--- config.mk ---
export PLATFORM = sky130hd
export DESIGN_NAME = ekf_slam_stage_ctrl
export DESIGN_NICKNAME = d
export VERILOG_FILES = /design/src/rtl/ekf_pkg.sv /design/src/rtl/stage_latency_calc.sv /design/src/rtl/ekf_slam_stage_ctrl.sv
export SDC_FILE = /design/constraint.sdc
export NUM_CORES = 1
export LEC_CHECK = 0
export CORE_UTILIZATION = 29
export CTS_BUF_LIST = sky130_fd_sc_hd__clkbuf_2 sky130_fd_sc_hd__clkbuf_4 sky130_fd_sc_hd__clkbuf_8
export DETAILED_ROUTE_END_ITERATION = 7
export PLACE_DENSITY = 0.58
export SYNTH_ARGS = -nofsm -noshare
export SYNTH_HDL_FRONTEND = slang
export SYNTH_SLANG_ARGS = --single-unit
--- constraint.sdc ---
create_clock -name clk -period 6.5 [get_ports clk]
set_input_delay 1.3 -clock clk [delete_from_list [all_inputs] [get_ports clk]]
set_output_delay 1.3 -clock clk [all_outputs]
set_load 0.02 [all_outputs]
--- src/rtl/ekf_pkg.sv ---
// Shared definitions for the EKF-SLAM accelerator: stage codes, scheduler
// FSM states and the fixed-point formats used by the operand words.
package ekf_pkg;

   // Q1.12.19 data words (vlr, rk) and angle fraction width
   localparam int DATA_INT_BIT  = 12;
   localparam int DATA_DEC_BIT  = 19;
   localparam int ANGLE_DEC_BIT = 15;

   // Stage command / completion codes carried on stage_val and stage_rdy
   typedef enum logic [2:0] {
      STG_IDLE  = 3'd0,
      STG_PRD   = 3'd1,
      STG_NEW   = 3'd2,
      STG_UPD   = 3'd3,
      STG_ASSOC = 3'd4
   } stage_t;

   // Scheduler FSM states
   typedef enum logic [1:0] {
      ST_IDLE = 2'd0,
      ST_RUN  = 2'd1,
      ST_DONE = 2'd2
   } fsm_t;

   // True for the four codes that start a stage; 0 and 5-7 are ignored
   function automatic logic is_stage_cmd(input logic [2:0] code);
      return (code >= 3'd1) && (code <= 3'd4);
   endfunction

endpackage

--- src/rtl/stage_latency_calc.sv ---
// Combinational stage duration: N cycles from stage code, map size and
// landmark index. Degenerate commands collapse to a 1-cycle no-op and the
// result saturates to all-ones if it does not fit the run counter.
module stage_latency_calc
   import ekf_pkg::*;
#(
   parameter int ROW_LEN  = 10,
   parameter int CNT_W    = 16,
   parameter int PRD_LAT  = 64,
   parameter int NEW_LAT  = 48,
   parameter int UPD_BASE = 32,
   parameter int UPD_LM   = 8,
   parameter int ASSOC_LM = 16
) (
   input  logic [2:0]         stage_code,
   input  logic [ROW_LEN-1:0] landmark_num,
   input  logic [ROW_LEN-1:0] l_k,
   output logic [CNT_W-1:0]   n_cycles
);

   // Intermediate width is wide enough that no product wraps before saturation
   localparam int WIDE_W = 32;
   localparam logic [WIDE_W-1:0] CNT_MAX = {{(WIDE_W-CNT_W){1'b0}}, {CNT_W{1'b1}}};

   logic [WIDE_W-1:0] lm_w_s;
   logic [WIDE_W-1:0] lk_w_s;
   logic [WIDE_W-1:0] raw_s;

   // Raw duration per stage, including the no-op cases for bad landmark indices
   always_comb begin
      lm_w_s = WIDE_W'(landmark_num);
      lk_w_s = WIDE_W'(l_k);
      raw_s  = 32'd1;
      case (stage_code)
         STG_PRD: begin
            raw_s = 32'(PRD_LAT);
         end
         STG_NEW: begin
            // NEW must append exactly one slot past the current map
            if (lk_w_s == (lm_w_s + 32'd1)) begin
               raw_s = 32'(NEW_LAT);
            end else begin
               raw_s = 32'd1;
            end
         end
         STG_UPD: begin
            // UPD needs a landmark that already exists (1-based)
            if ((lk_w_s == 32'd0) || (lk_w_s > lm_w_s)) begin
               raw_s = 32'd1;
            end else begin
               raw_s = 32'(UPD_BASE) + (32'(UPD_LM) * lm_w_s);
            end
         end
         STG_ASSOC: begin
            raw_s = 32'(ASSOC_LM) * lm_w_s;
         end
         default: begin
            raw_s = 32'd1;
         end
      endcase
   end

   // Saturate to counter range and clamp to at least one cycle
   always_comb begin
      if (raw_s > CNT_MAX) begin
         n_cycles = {CNT_W{1'b1}};
      end else if (raw_s == 32'd0) begin
         n_cycles = {{(CNT_W-1){1'b0}}, 1'b1};
      end else begin
         n_cycles = raw_s[CNT_W-1:0];
      end
   end

endmodule

--- src/rtl/ekf_slam_stage_ctrl.sv ---
// EKF-SLAM stage scheduler: accepts one stage command while idle, holds its
// operands, counts out the stage duration and pulses stage_rdy with the code.
module ekf_slam_stage_ctrl
   import ekf_pkg::*;
#(
   parameter int RSA_DW   = 1 + DATA_INT_BIT + DATA_DEC_BIT,
   parameter int RSA_AW   = 17,
   parameter int ROW_LEN  = 10,
   parameter int PRD_LAT  = 64,
   parameter int NEW_LAT  = 48,
   parameter int UPD_BASE = 32,
   parameter int UPD_LM   = 8,
   parameter int ASSOC_LM = 16,
   parameter int CNT_W    = 16
) (
   input  logic               clk,
   input  logic               sys_rst,
   input  logic [2:0]         stage_val,
   input  logic [ROW_LEN-1:0] landmark_num,
   input  logic [ROW_LEN-1:0] l_k,
   input  logic [RSA_DW-1:0]  vlr,
   input  logic [RSA_AW-1:0]  alpha,
   input  logic [RSA_DW-1:0]  rk,
   input  logic [RSA_AW-1:0]  phi,
   output logic [2:0]         stage_rdy
);

   localparam logic [CNT_W-1:0] CNT_ONE = {{(CNT_W-1){1'b0}}, 1'b1};

   fsm_t               state_r;
   fsm_t               state_nxt_s;
   logic [CNT_W-1:0]   cnt_r;
   logic [CNT_W-1:0]   cnt_nxt_s;
   logic [2:0]         code_r;
   logic [2:0]         code_nxt_s;
   logic [2:0]         rdy_nxt_s;
   logic               accept_s;
   logic [CNT_W-1:0]   n_s;

   logic [ROW_LEN-1:0] lm_r;
   logic [ROW_LEN-1:0] lk_r;
   logic [RSA_DW-1:0]  vlr_r;
   logic [RSA_AW-1:0]  alpha_r;
   logic [RSA_DW-1:0]  rk_r;
   logic [RSA_AW-1:0]  phi_r;
   logic               datapath_unused_s;

   // Duration is computed from the live inputs in the accepting cycle,
   // which are exactly the values captured into the operand registers.
   stage_latency_calc #(
      .ROW_LEN  (ROW_LEN),
      .CNT_W    (CNT_W),
      .PRD_LAT  (PRD_LAT),
      .NEW_LAT  (NEW_LAT),
      .UPD_BASE (UPD_BASE),
      .UPD_LM   (UPD_LM),
      .ASSOC_LM (ASSOC_LM)
   ) u_latency (
      .stage_code   (stage_val),
      .landmark_num (landmark_num),
      .l_k          (l_k),
      .n_cycles     (n_s)
   );

   // Next-state, counter and completion-pulse logic
   always_comb begin
      state_nxt_s = state_r;
      cnt_nxt_s   = cnt_r;
      code_nxt_s  = code_r;
      rdy_nxt_s   = 3'd0;
      accept_s    = 1'b0;
      case (state_r)
         ST_IDLE: begin
            if (is_stage_cmd(stage_val)) begin
               accept_s    = 1'b1;
               state_nxt_s = ST_RUN;
               cnt_nxt_s   = n_s - CNT_ONE;
               code_nxt_s  = stage_val;
            end else begin
               state_nxt_s = ST_IDLE;
            end
         end
         ST_RUN: begin
            // Last RUN cycle: register the code so stage_rdy is high in DONE
            if (cnt_r == {CNT_W{1'b0}}) begin
               state_nxt_s = ST_DONE;
               rdy_nxt_s   = code_r;
            end else begin
               cnt_nxt_s   = cnt_r - CNT_ONE;
            end
         end
         ST_DONE: begin
            state_nxt_s = ST_IDLE;
         end
         default: begin
            state_nxt_s = ST_IDLE;
         end
      endcase
   end

   // FSM state, run counter, stage code and registered completion output
   always_ff @(posedge clk or posedge sys_rst) begin
      if (sys_rst) begin
         state_r   <= ST_IDLE;
         cnt_r     <= {CNT_W{1'b0}};
         code_r    <= 3'd0;
         stage_rdy <= 3'd0;
      end else begin
         state_r   <= state_nxt_s;
         cnt_r     <= cnt_nxt_s;
         code_r    <= code_nxt_s;
         stage_rdy <= rdy_nxt_s;
      end
   end

   // Operand capture on command acceptance; held stable for the whole stage
   always_ff @(posedge clk or posedge sys_rst) begin
      if (sys_rst) begin
         lm_r    <= {ROW_LEN{1'b0}};
         lk_r    <= {ROW_LEN{1'b0}};
         vlr_r   <= {RSA_DW{1'b0}};
         alpha_r <= {RSA_AW{1'b0}};
         rk_r    <= {RSA_DW{1'b0}};
         phi_r   <= {RSA_AW{1'b0}};
      end else if (accept_s) begin
         lm_r    <= landmark_num;
         lk_r    <= l_k;
         vlr_r   <= vlr;
         alpha_r <= alpha;
         rk_r    <= rk;
         phi_r   <= phi;
      end else begin
         lm_r    <= lm_r;
         lk_r    <= lk_r;
         vlr_r   <= vlr_r;
         alpha_r <= alpha_r;
         rk_r    <= rk_r;
         phi_r   <= phi_r;
      end
   end

   // Operand registers are consumed by the systolic datapath outside this block
   assign datapath_unused_s = ^{lm_r, lk_r, vlr_r, alpha_r, rk_r, phi_r};

endmodule

# After elaboration in Yosys (flattened, before gate mapping)

Cells that the tools add are included.

Add/sub/neg operators: 4
Muxes and demuxes: 13
Eq/ne operators: 9
Reductions and logical operators: 9
Magnitude comparators: 4

Operators by type and width:

| cell                                                              | number |
|---|---|
| one-hot mux 32 bit (4 select lines)                               | 1 |
| two-way mux 16 bit                                                | 4 |
| equality test 10 x 32 -> 1 bit                                    | 1 |
| greater-than comparator 32 x 16 -> 1 bit, second input constant   | 1 |
| logical NOT 32 bit                                                | 1 |
| two-way mux 32 bit                                                | 1 |
| one-hot mux 16 bit (2 select lines)                               | 1 |
| subtractor 16 x 1 -> 16 bit, second input constant                | 2 |
| logical NOT 16 bit                                                | 1 |
| adder 6 x 13 -> 14 bit, first input constant                      | 1 |
| adder 10 x 1 -> 11 bit, second input constant                     | 1 |
| greater-than comparator 10 bit                                    | 1 |
| logical NOT 10 bit                                                | 1 |
| equality test 3 x 2 -> 1 bit, second input constant               | 2 |
| two-way mux 3 bit                                                 | 2 |
| two-way mux 6 bit                                                 | 1 |
| != test 2 bit, second input constant                              | 3 |
| one-hot mux 2 bit (2 select lines)                                | 1 |
| equality test 3 x 1 -> 1 bit, second input constant               | 1 |
| equality test 3 bit, second input constant                        | 1 |
| greater-or-equal comparator 3 x 1 -> 1 bit, second input constant | 1 |
| <= comparator 3 bit, second input constant                        | 1 |
| AND reduction 3 bit                                               | 1 |
| equality test 2 x 1 -> 1 bit, second input constant               | 1 |
| other kinds (7)                                                   | 7 |

Word-level logic and storage cells: 43
Register bits after elaboration: 24
Output and inout bits: 3
Input port bits: 123

# Logic depth before layout (Yosys ltp)

Gate-level depths: netlist (run 1).

Word-level depth: 10
Depth in mapped cells: 15
Depth with buffers taken out: 14

# Modules after synthesis

From an unflattened synthesis (run 1), not the netlist that was laid out.

Cell total of the unflattened synthesis: 344
Area total of the unflattened synthesis: 2765.2 sq um

Modules (own cells, without submodules):

| module              | cells an instance | sequential area each (sq um) | area each (sq um) | times used |
|---|---|---|---|---|
| ekf_slam_stage_ctrl | 206               | 600.6                        | 1798.0            | 1 |
| stage_latency_calc  | 138               | 0.0                          | 967.2             | 1 |

# Least setup slack after synthesis (run 1)

OpenSTA, ideal clock, no wires.

Path kind: input to register
From: in landmark_num[4]
To: reg cnt_r[12]
Arrival: 4.402 ns
Buffers on the path: 1
Stages: 15
Setup time: 0.077 ns
Path slack: 2.020 ns
Data required time: 6.423 ns
Cells stage by stage: clkbuf_1 > inv_1 > ha_1 > nand4_1 > or3_1 > a211oi_1 > nor3_1 > o221ai_1 > nand2_1 > o21ai_0 > ha_1 > o21ai_0 > or4b_1 > xor2_1 > a21oi_1

Cells in the longest elaborated chain, start to end: 10
Elaborated cells on any way between the ends: 15
Those cells by class: 3 x add/sub; 2 x order compare; 1 x eq/ne; 7 x mux; 2 x reduce/logical

Ends and longest elaborated chain:

| element                                                                                          | RTL line                                           | source |
|---|---|---|
| from (decl)                                                                                      | ekf_slam_stage_ctrl.sv:19                          | `input logic [ROW_LEN-1:0] landmark_num,` |
| adder 10 x 1 -> 11 bit or greater-than comparator 10 bit (tied branches)                         | stage_latency_calc.sv:40, stage_latency_calc.sv:48 |  |
| equality test 10 x 32 -> 1 bit or logical OR 1 bit (tied branches)                               | stage_latency_calc.sv:40, stage_latency_calc.sv:48 |  |
| two-way mux 6 bit or two-way mux 32 bit (tied branches)                                          | stage_latency_calc.sv:40, stage_latency_calc.sv:48 |  |
| one-hot mux 32 bit (4 select lines) (*)                                                          | stage_latency_calc.sv:34                           | `case (stage_code)` |
| parallel branches: the longest is 2 deep, another holds greater-than comparator 32 x 16 -> 1 bit | -                                                  |  |
| two-way mux 16 bit (*)                                                                           | stage_latency_calc.sv:65                           | `if (raw_s > CNT_MAX) begin` |
| subtractor 16 x 1 -> 16 bit (*)                                                                  | ekf_slam_stage_ctrl.sv:77                          | `cnt_nxt_s = n_s - CNT_ONE;` |
| two-way mux 16 bit (*)                                                                           | ekf_slam_stage_ctrl.sv:74                          | `if (is_stage_cmd(stage_val)) begin` |
| one-hot mux 16 bit (2 select lines) (*)                                                          | ekf_slam_stage_ctrl.sv:72                          | `case (state_r)` |
| to (signal assigned)                                                                             | ekf_slam_stage_ctrl.sv:105                         | `cnt_r <= {CNT_W{1'b0}};` |
| to (signal assigned)                                                                             | ekf_slam_stage_ctrl.sv:110                         | `cnt_r <= cnt_nxt_s;` |
| to (decl)                                                                                        | ekf_slam_stage_ctrl.sv:32                          | `logic [CNT_W-1:0] cnt_r;` |

Mark *: on every way between the ends. The select of a mux whose other input is x is not followed.
A chain may end at the register's enable or synchronous reset.

# Worst setup path after layout (run 1)

From: in landmark_num[8]
To: reg cnt_r[12]

The elaborated chain is that of the path after synthesis.

==> impl_metrics.yaml, run 1 <==
power:
  peakVddDrop_v: 0.0000805
  p_sw_share_pct: 28.8
  p_switching_uw: 113
  pwr-share-comb_pct: 25.7
  p_clk_share_pct: 34.0
  internal_power_uw: 280
  seqPwrFrac_pct: 40.3
  cellPowerDensity_nw_per_um2: 138
  p_leak_nw: 1.09
sta:
  worstMarginPinSlew_ns: 0.944
  drv_slew: 0
  rsz0062_at_grt: "false"
  period_share_pct: 84.4
  hold_violations: 0
  setup_violations: 0
  fin_setup_tns_ns: 0
  skew_ns: 0.00431
  finalCriticalPeriod_ns: 5.48
  fin_ws_ns: 1.02
  relSlewSlack_pct: 37.0
  max_freq_mhz: 182
global_route:
  track_usage_pct: 17.2
  grt_pass1_wl_mm: 11.9
  grt_pass1_vias: 2373
  antenna_found_initial: 0
  grt_remaining_overflow: 0
  grt_max_degree: 30
die:
  start_util_pct: 30.7
  die_width_um: 93.4
  core_area_sq_um: 7890
  floorplan.rows: 32
  ios: 126
  die_h_um: 93.4
  dieArea_sq_um: 8730
yosys:
  synth_top_cell_area_share_pct: 24.8
  synth-main-ff-cell: "dfrtp_1"
  syn-num-nets: 448
  yosys.cell_types.count: 59
  syn_area_sq_um: 2420
  synth_async_sr_flop_share_pct: 100
  synthTopCellsByArea: "dfrtp_1, ha_1, xnor2_1"
  syn_avg_cell_area_sq_um: 7.77
  synth_edf_count: 0
  yosys_register_bits: 24
  synthCells: 312
  seq_area_frac_synth_pct: 24.8
  yosys-top-cells-count: "nor2_1, dfrtp_1, nand2_1"
  yosysWarnings: 0
  yosysMostFrequentCell: "nor2_1"
  synth_top_area_cell: "dfrtp_1"
placed_design:
  placed_area_sq_um: 2780
  placedCellCount: 427
  gp_congestion: 0.870
  pre_cts_ws_ns: 0.826
  numPortBuffers: 27
  hpwl_mm: 5.53
drt:
  vias: 2520
  viasPerCell: 5.85
  antenna_left: 0
  wire_per_inst_um: 16.8
  drc: 0
  dr.pass1.iters: 5
  routed_wl_mm: 7.24
  drt-initial-drc-count: 204
clock_network:
  ctsResizeCount: 0
  postCtsHoldBufs: 0
  post_cts_buffers: 0
  cts_buffers: 3
  cts_root_buf: "clkbuf_8"
  cts_tree: "built"
  cts_buffer_depth: 2
  cts_sinks: 24
  clk_pin_slew_worst_paths_ns: 0.09
  clock_latency_ns: 0.27
  htreeDepth: 1
layout:
  drive_gt1_share_pct: 6.08
  instances_no_fill: 431
  syn_to_final_growth_pct: 17.4
  finalInstanceArea_sq_um: 2850
  nets: 466
  utilization_pct: 36.1
  antenna_cells: 0
setup_path:
  critical_path_required_ns: 6.69
  critPathMaxStageDelay_ns: 0.60
  crit_type: "in -> reg"
  cp-start-kind: "primary input"
  crit_slowest_cell: "or4b_1"
  endpoint_kind: "flop"
  path_cells: "clkdlybuf4s50_1 -> clkinv_1 -> ha_1 -> nand4_1 -> or3_1 -> a211oi_1 -> nor3_1 -> o221ai_1 -> nand2_1 -> o21ai_0 -> ha_1 -> o21ai_0 -> or4b_1 -> xor2_1 -> a21oi_1"
  crit_fanout: 8
  cp.arrival_ns: 5.68
status:
  status: "complete, no violations"
job:
  maxCapViolCount: 0
worst_hold_path:
  worstHoldPathType: "reg -> reg"
[final timing paths]
kind                                       start  slack (ns)  depth (start not counted)                      to
max in group asynchronous                sys_rst        4.39                          2   cnt_r[13]$_DFFE_PP0P_
hold / removal             code_r[1]$_DFFE_PP0P_        0.51                          1   code_r[1]$_DFFE_PP0P_
min in group asynchronous                sys_rst        1.53                          2  stage_rdy[1]$_DFF_PP0_
hold reg to reg            code_r[1]$_DFFE_PP0P_        0.51                          1   code_r[1]$_DFFE_PP0P_
setup / recovery                 landmark_num[8]        1.02                         15   cnt_r[12]$_DFFE_PP0P_
setup reg to reg            cnt_r[5]$_DFFE_PP0P_        3.11                          8   cnt_r[14]$_DFFE_PP0P_
[layer usage]
layer	GRT usage, %	part of all wire [%]	vias up
met3	2.11	6.3	9
met1	25.3	49	1203
met4	2.95	1.0	0
met2	27.0	43	106
met5	0	0	-
li1	-	-	1202
[state kept, by name, indices dropped and copies added (netlist names)]
register / count
cnt_r: 16
code_r: 3
stage_rdy: 3
state_r: 2
[logic make-up (layout without fill, tap and decap cells)]
kind of cell / Yosys count / after routing / share of synthesized area [%]
buffers and inverters: 32 / 49 / 5.01
xor gates and xnor gates: 22 / 22 / 7.95
AOI/OAI and AO/OA: 85 / 85 / 23.8
and+or+nand+nor: 133 / 133 / 30.4
DFF: 24 / 24 / 24.8
muxes: 3 / 3 / 1.39
adders and majority gates: 13 / 13 / 6.71
[layout by cell type, fill, tap and decap left out, types with 3 or more instances in the layout]
| cell type | count |
|---|---|
| o211ai_1 | 6 |
| or3b_2 | 3 |
| a21oi_1 | 20 |
| ha_1 | 13 |
| nor4_1 | 9 |
| nand2_1 | 23 |
| nand3_1 | 12 |
| a211oi_1 | 4 |
| o21ai_0 | 15 |
| clkdlybuf4s50_1 | 27 |
| nand2b_1 | 3 |
| o31ai_1 | 3 |
| and3_1 | 5 |
| mux2_2 | 3 |
| nand4_1 | 9 |
| and2_1 | 4 |
| dfrtp_1 | 24 |
| a21o_1 | 3 |
| xor2_1 | 9 |
| nor3_1 | 12 |
| nor2b_1 | 3 |
| or3_1 | 6 |
| or4_1 | 4 |
| a31oi_1 | 3 |
| clkbuf_8 | 3 |
| o22ai_1 | 3 |
| a2111oi_0 | 3 |
| xnor2_1 | 13 |
| nor2_1 | 26 |
| nand4b_1 | 3 |
| inv_1 | 14 |
| o21a_1 | 3 |
[critical path: cells and delay by family]
family,cells,cell delay [ns]
simple gates,5,1.44
compound gates,5,1.25
buf+inv,2,0.86
fa+ha+maj,2,0.67
xor+xnor,1,0.17
[area by class of cell]
cell class	count	area, sq um
Fill cell	818	5040
Multi-Input combinational cell	256	1700
Sequential cell	24	601
Timing Repair Buffer	29	285
Tap cell	102	128
Inverter	16	60.1
Clock buffer	3	41.3
Clock inverter	1	30.0
[through the flow]
stage               power (mW)  hold slack (ns)
global route             0.416            0.530
detailed placement       0.261            0.487
floorplan                0.223            0.465
finish                   0.393            0.505
CTS                      0.395            0.508
global placement         0.260            0.481
[power groups by stage]
stage | registers (mW) | logic (mW) | clock network [mW]
after floorplan | 0.160 | 0.0636 | 0
after global placement | 0.161 | 0.0990 | 0
after detailed placement | 0.162 | 0.100 | 0
after CTS | 0.159 | 0.101 | 0.136
after global routing | 0.159 | 0.113 | 0.143
final | 0.158 | 0.101 | 0.134
(Power assumes the default switching activity.)
==> run 2, diff against run 1 <==
==> constraint.sdc (replaced) <==
create_clock -name clk -period 5.4 [get_ports clk]
set_input_delay 1.08 -clock clk [delete_from_list [all_inputs] [get_ports clk]]
set_output_delay 1.08 -clock clk [all_outputs]
set_load 0.02 [all_outputs]
==> impl_metrics.yaml, run 2 (same netlist as run 1, synthesis figures left out) <==
setup_path:
  critical_path_required_ns: 5.59
  endpoint_kind: "flop"
  crit_fanout: 6
  cp.arrival_ns: 5.00
  cp-start-kind: "primary input"
  crit_type: "in -> reg"
layout:
  drive_gt1_share_pct: 9.38
  multiInputGateArea_sq_um: 1700
  top_register: "cnt_r"
  syn_to_final_growth_pct: 21.2
  final_cell_mix: "clkdlybuf4s50_1, nor2_1, dfrtp_1"
  antenna_cells: 0
  n_fill_cell: 814
  ff_latch_area_sq_um: 601
  nets: 478
  largest_register_ffs: 16
  largestRegisters: "cnt_r x16, code_r x3, stage_rdy x3"
  layout_commonest_cell: "clkdlybuf4s50_1"
  instances_no_fill: 443
status:
  status: "complete, no violations"
die:
  die_h_um: 93.4
  core_area_sq_um: 7890
  floorplan.rows: 32
  dieArea_sq_um: 8730
  ios: 126
  die_width_um: 93.4
  start_util_pct: 30.7
clock_network:
  htreeDepth: 1
  clock_latency_ns: 0.27
  cts_sinks: 24
  post_cts_buffers: 0
  cts_tree: "built"
  ctsResizeCount: 0
  cts_buffers: 3
  postCtsHoldBufs: 0
  cts_root_buf: "clkbuf_8"
  clk_pin_slew_worst_paths_ns: 0.09
  cts_buffer_depth: 2
sta:
  finalCriticalPeriod_ns: 4.81
  setup_violations: 0
  fin_ws_ns: 0.589
  max_freq_mhz: 208
  hold_violations: 0
  drv_slew: 0
  relSlewSlack_pct: 36.4
  period_share_pct: 89.1
  worstMarginPinSlew_ns: 0.952
  fin_setup_tns_ns: 0
  skew_ns: 0.00480
  rsz0062_at_grt: "false"
global_route:
  antenna_found_initial: 0
  grt_max_degree: 25
  grt_pass1_wl_mm: 12.1
  track_usage_pct: 17.3
  grt_remaining_overflow: 0
  grt_pass1_vias: 2373
power:
  p_clk_share_pct: 33.4
  p_leak_nw: 1.14
  peakVddDrop_v: 0.0000868
  p_switching_uw: 136
  cellPowerDensity_nw_per_um2: 163
  power_uw: 478
  seqPwrFrac_pct: 39.9
  p_sw_share_pct: 28.5
  pwr-share-comb_pct: 26.7
  internal_power_uw: 342
drt:
  drt-initial-drc-count: 236
  viasPerCell: 5.59
  drc: 0
  antenna_left: 0
  routed_wl_mm: 7.14
  wire_per_inst_um: 16.1
  vias: 2475
  dr.pass1.iters: 4
worst_hold_path:
  worstHoldPathType: "reg -> reg"
placed_design:
  hpwl_mm: 5.63
  placedCellCount: 439
  numPortBuffers: 27
  gp_congestion: 0.875
  pre_cts_ws_ns: 0.357
job:
  maxCapViolCount: 0
[run 2: cell count changes in the layout (fill, tap and decap cells not counted)]
cell / delta
buf_4: +12
[run 2: final timing paths]
kind / cells after the start / slack [ns] / start / end
min in group asynchronous: 2 / 1.32 / sys_rst / cnt_r[0]$_DFFE_PP0P_
max in group asynchronous: 2 / 3.50 / sys_rst / cnt_r[10]$_DFFE_PP0P_
max reg2reg: 8 / 2.08 / cnt_r[5]$_DFFE_PP0P_ / cnt_r[14]$_DFFE_PP0P_
max: 15 / 0.59 / landmark_num[8] / cnt_r[12]$_DFFE_PP0P_
min reg2reg: 1 / 0.52 / code_r[1]$_DFFE_PP0P_ / stage_rdy[1]$_DFF_PP0_
min: 1 / 0.52 / code_r[1]$_DFFE_PP0P_ / stage_rdy[1]$_DFF_PP0_
[run 2: power by group through the flow]
stage / logic (mW) / registers (mW) / clock network (mW)
floorplan: 0.0765 / 0.192 / 0
global placement: 0.125 / 0.194 / 0
detailed placement: 0.126 / 0.194 / 0
CTS: 0.127 / 0.191 / 0.166
global route: 0.142 / 0.192 / 0.173
finish: 0.128 / 0.191 / 0.160
[run 2: area by class of cell]
type | count | share of cell area [%]
clock inverters | 1 | 1.02
clock buffers | 3 | 1.41
flip-flops and latches | 24 | 20.5
repair buffers | 41 | 12.8
multi-input cells | 256 | 57.9
inverters | 16 | 2.05
well taps | 102 | 4.35
[run 2: worst max-delay path: stages]
cell and delay, ns:
clkdlybuf4s50_1 0.58, clkinv_1 0.13, ha_1 0.31, nand4_1 0.21, or3_1 0.45, a211oi_1 0.41
nor3_1 0.09, o221ai_1 0.29, nand2_1 0.09, o21ai_0 0.11, ha_1 0.23, o21ai_0 0.13
or4b_1 0.58, xor2_1 0.17, a21oi_1 0.14
[run 2: through the flow]
stage | hold WS, ns | utilization, % | cell area, sq um
after global routing | 0.544 | 37.2 | 2940
after CTS | 0.524 | 37.2 | 2940
after global placement | 0.484 | 36.3 | 2870
after detailed placement | 0.501 | 36.3 | 2870
after floorplan | 0.465 | - | 2420
final | 0.520 | 37.2 | 2940
[run 2: metal layers]
layer | global-route usage (%) | share of wire [%] | up-vias
met3 | 1.79 | 5.1 | 8
met1 | 25.8 | 50 | 1157
met4 | 2.69 | 1.2 | 0
li1 | - | - | 1234
met5 | 0 | 0 | -
met2 | 27.3 | 43 | 76
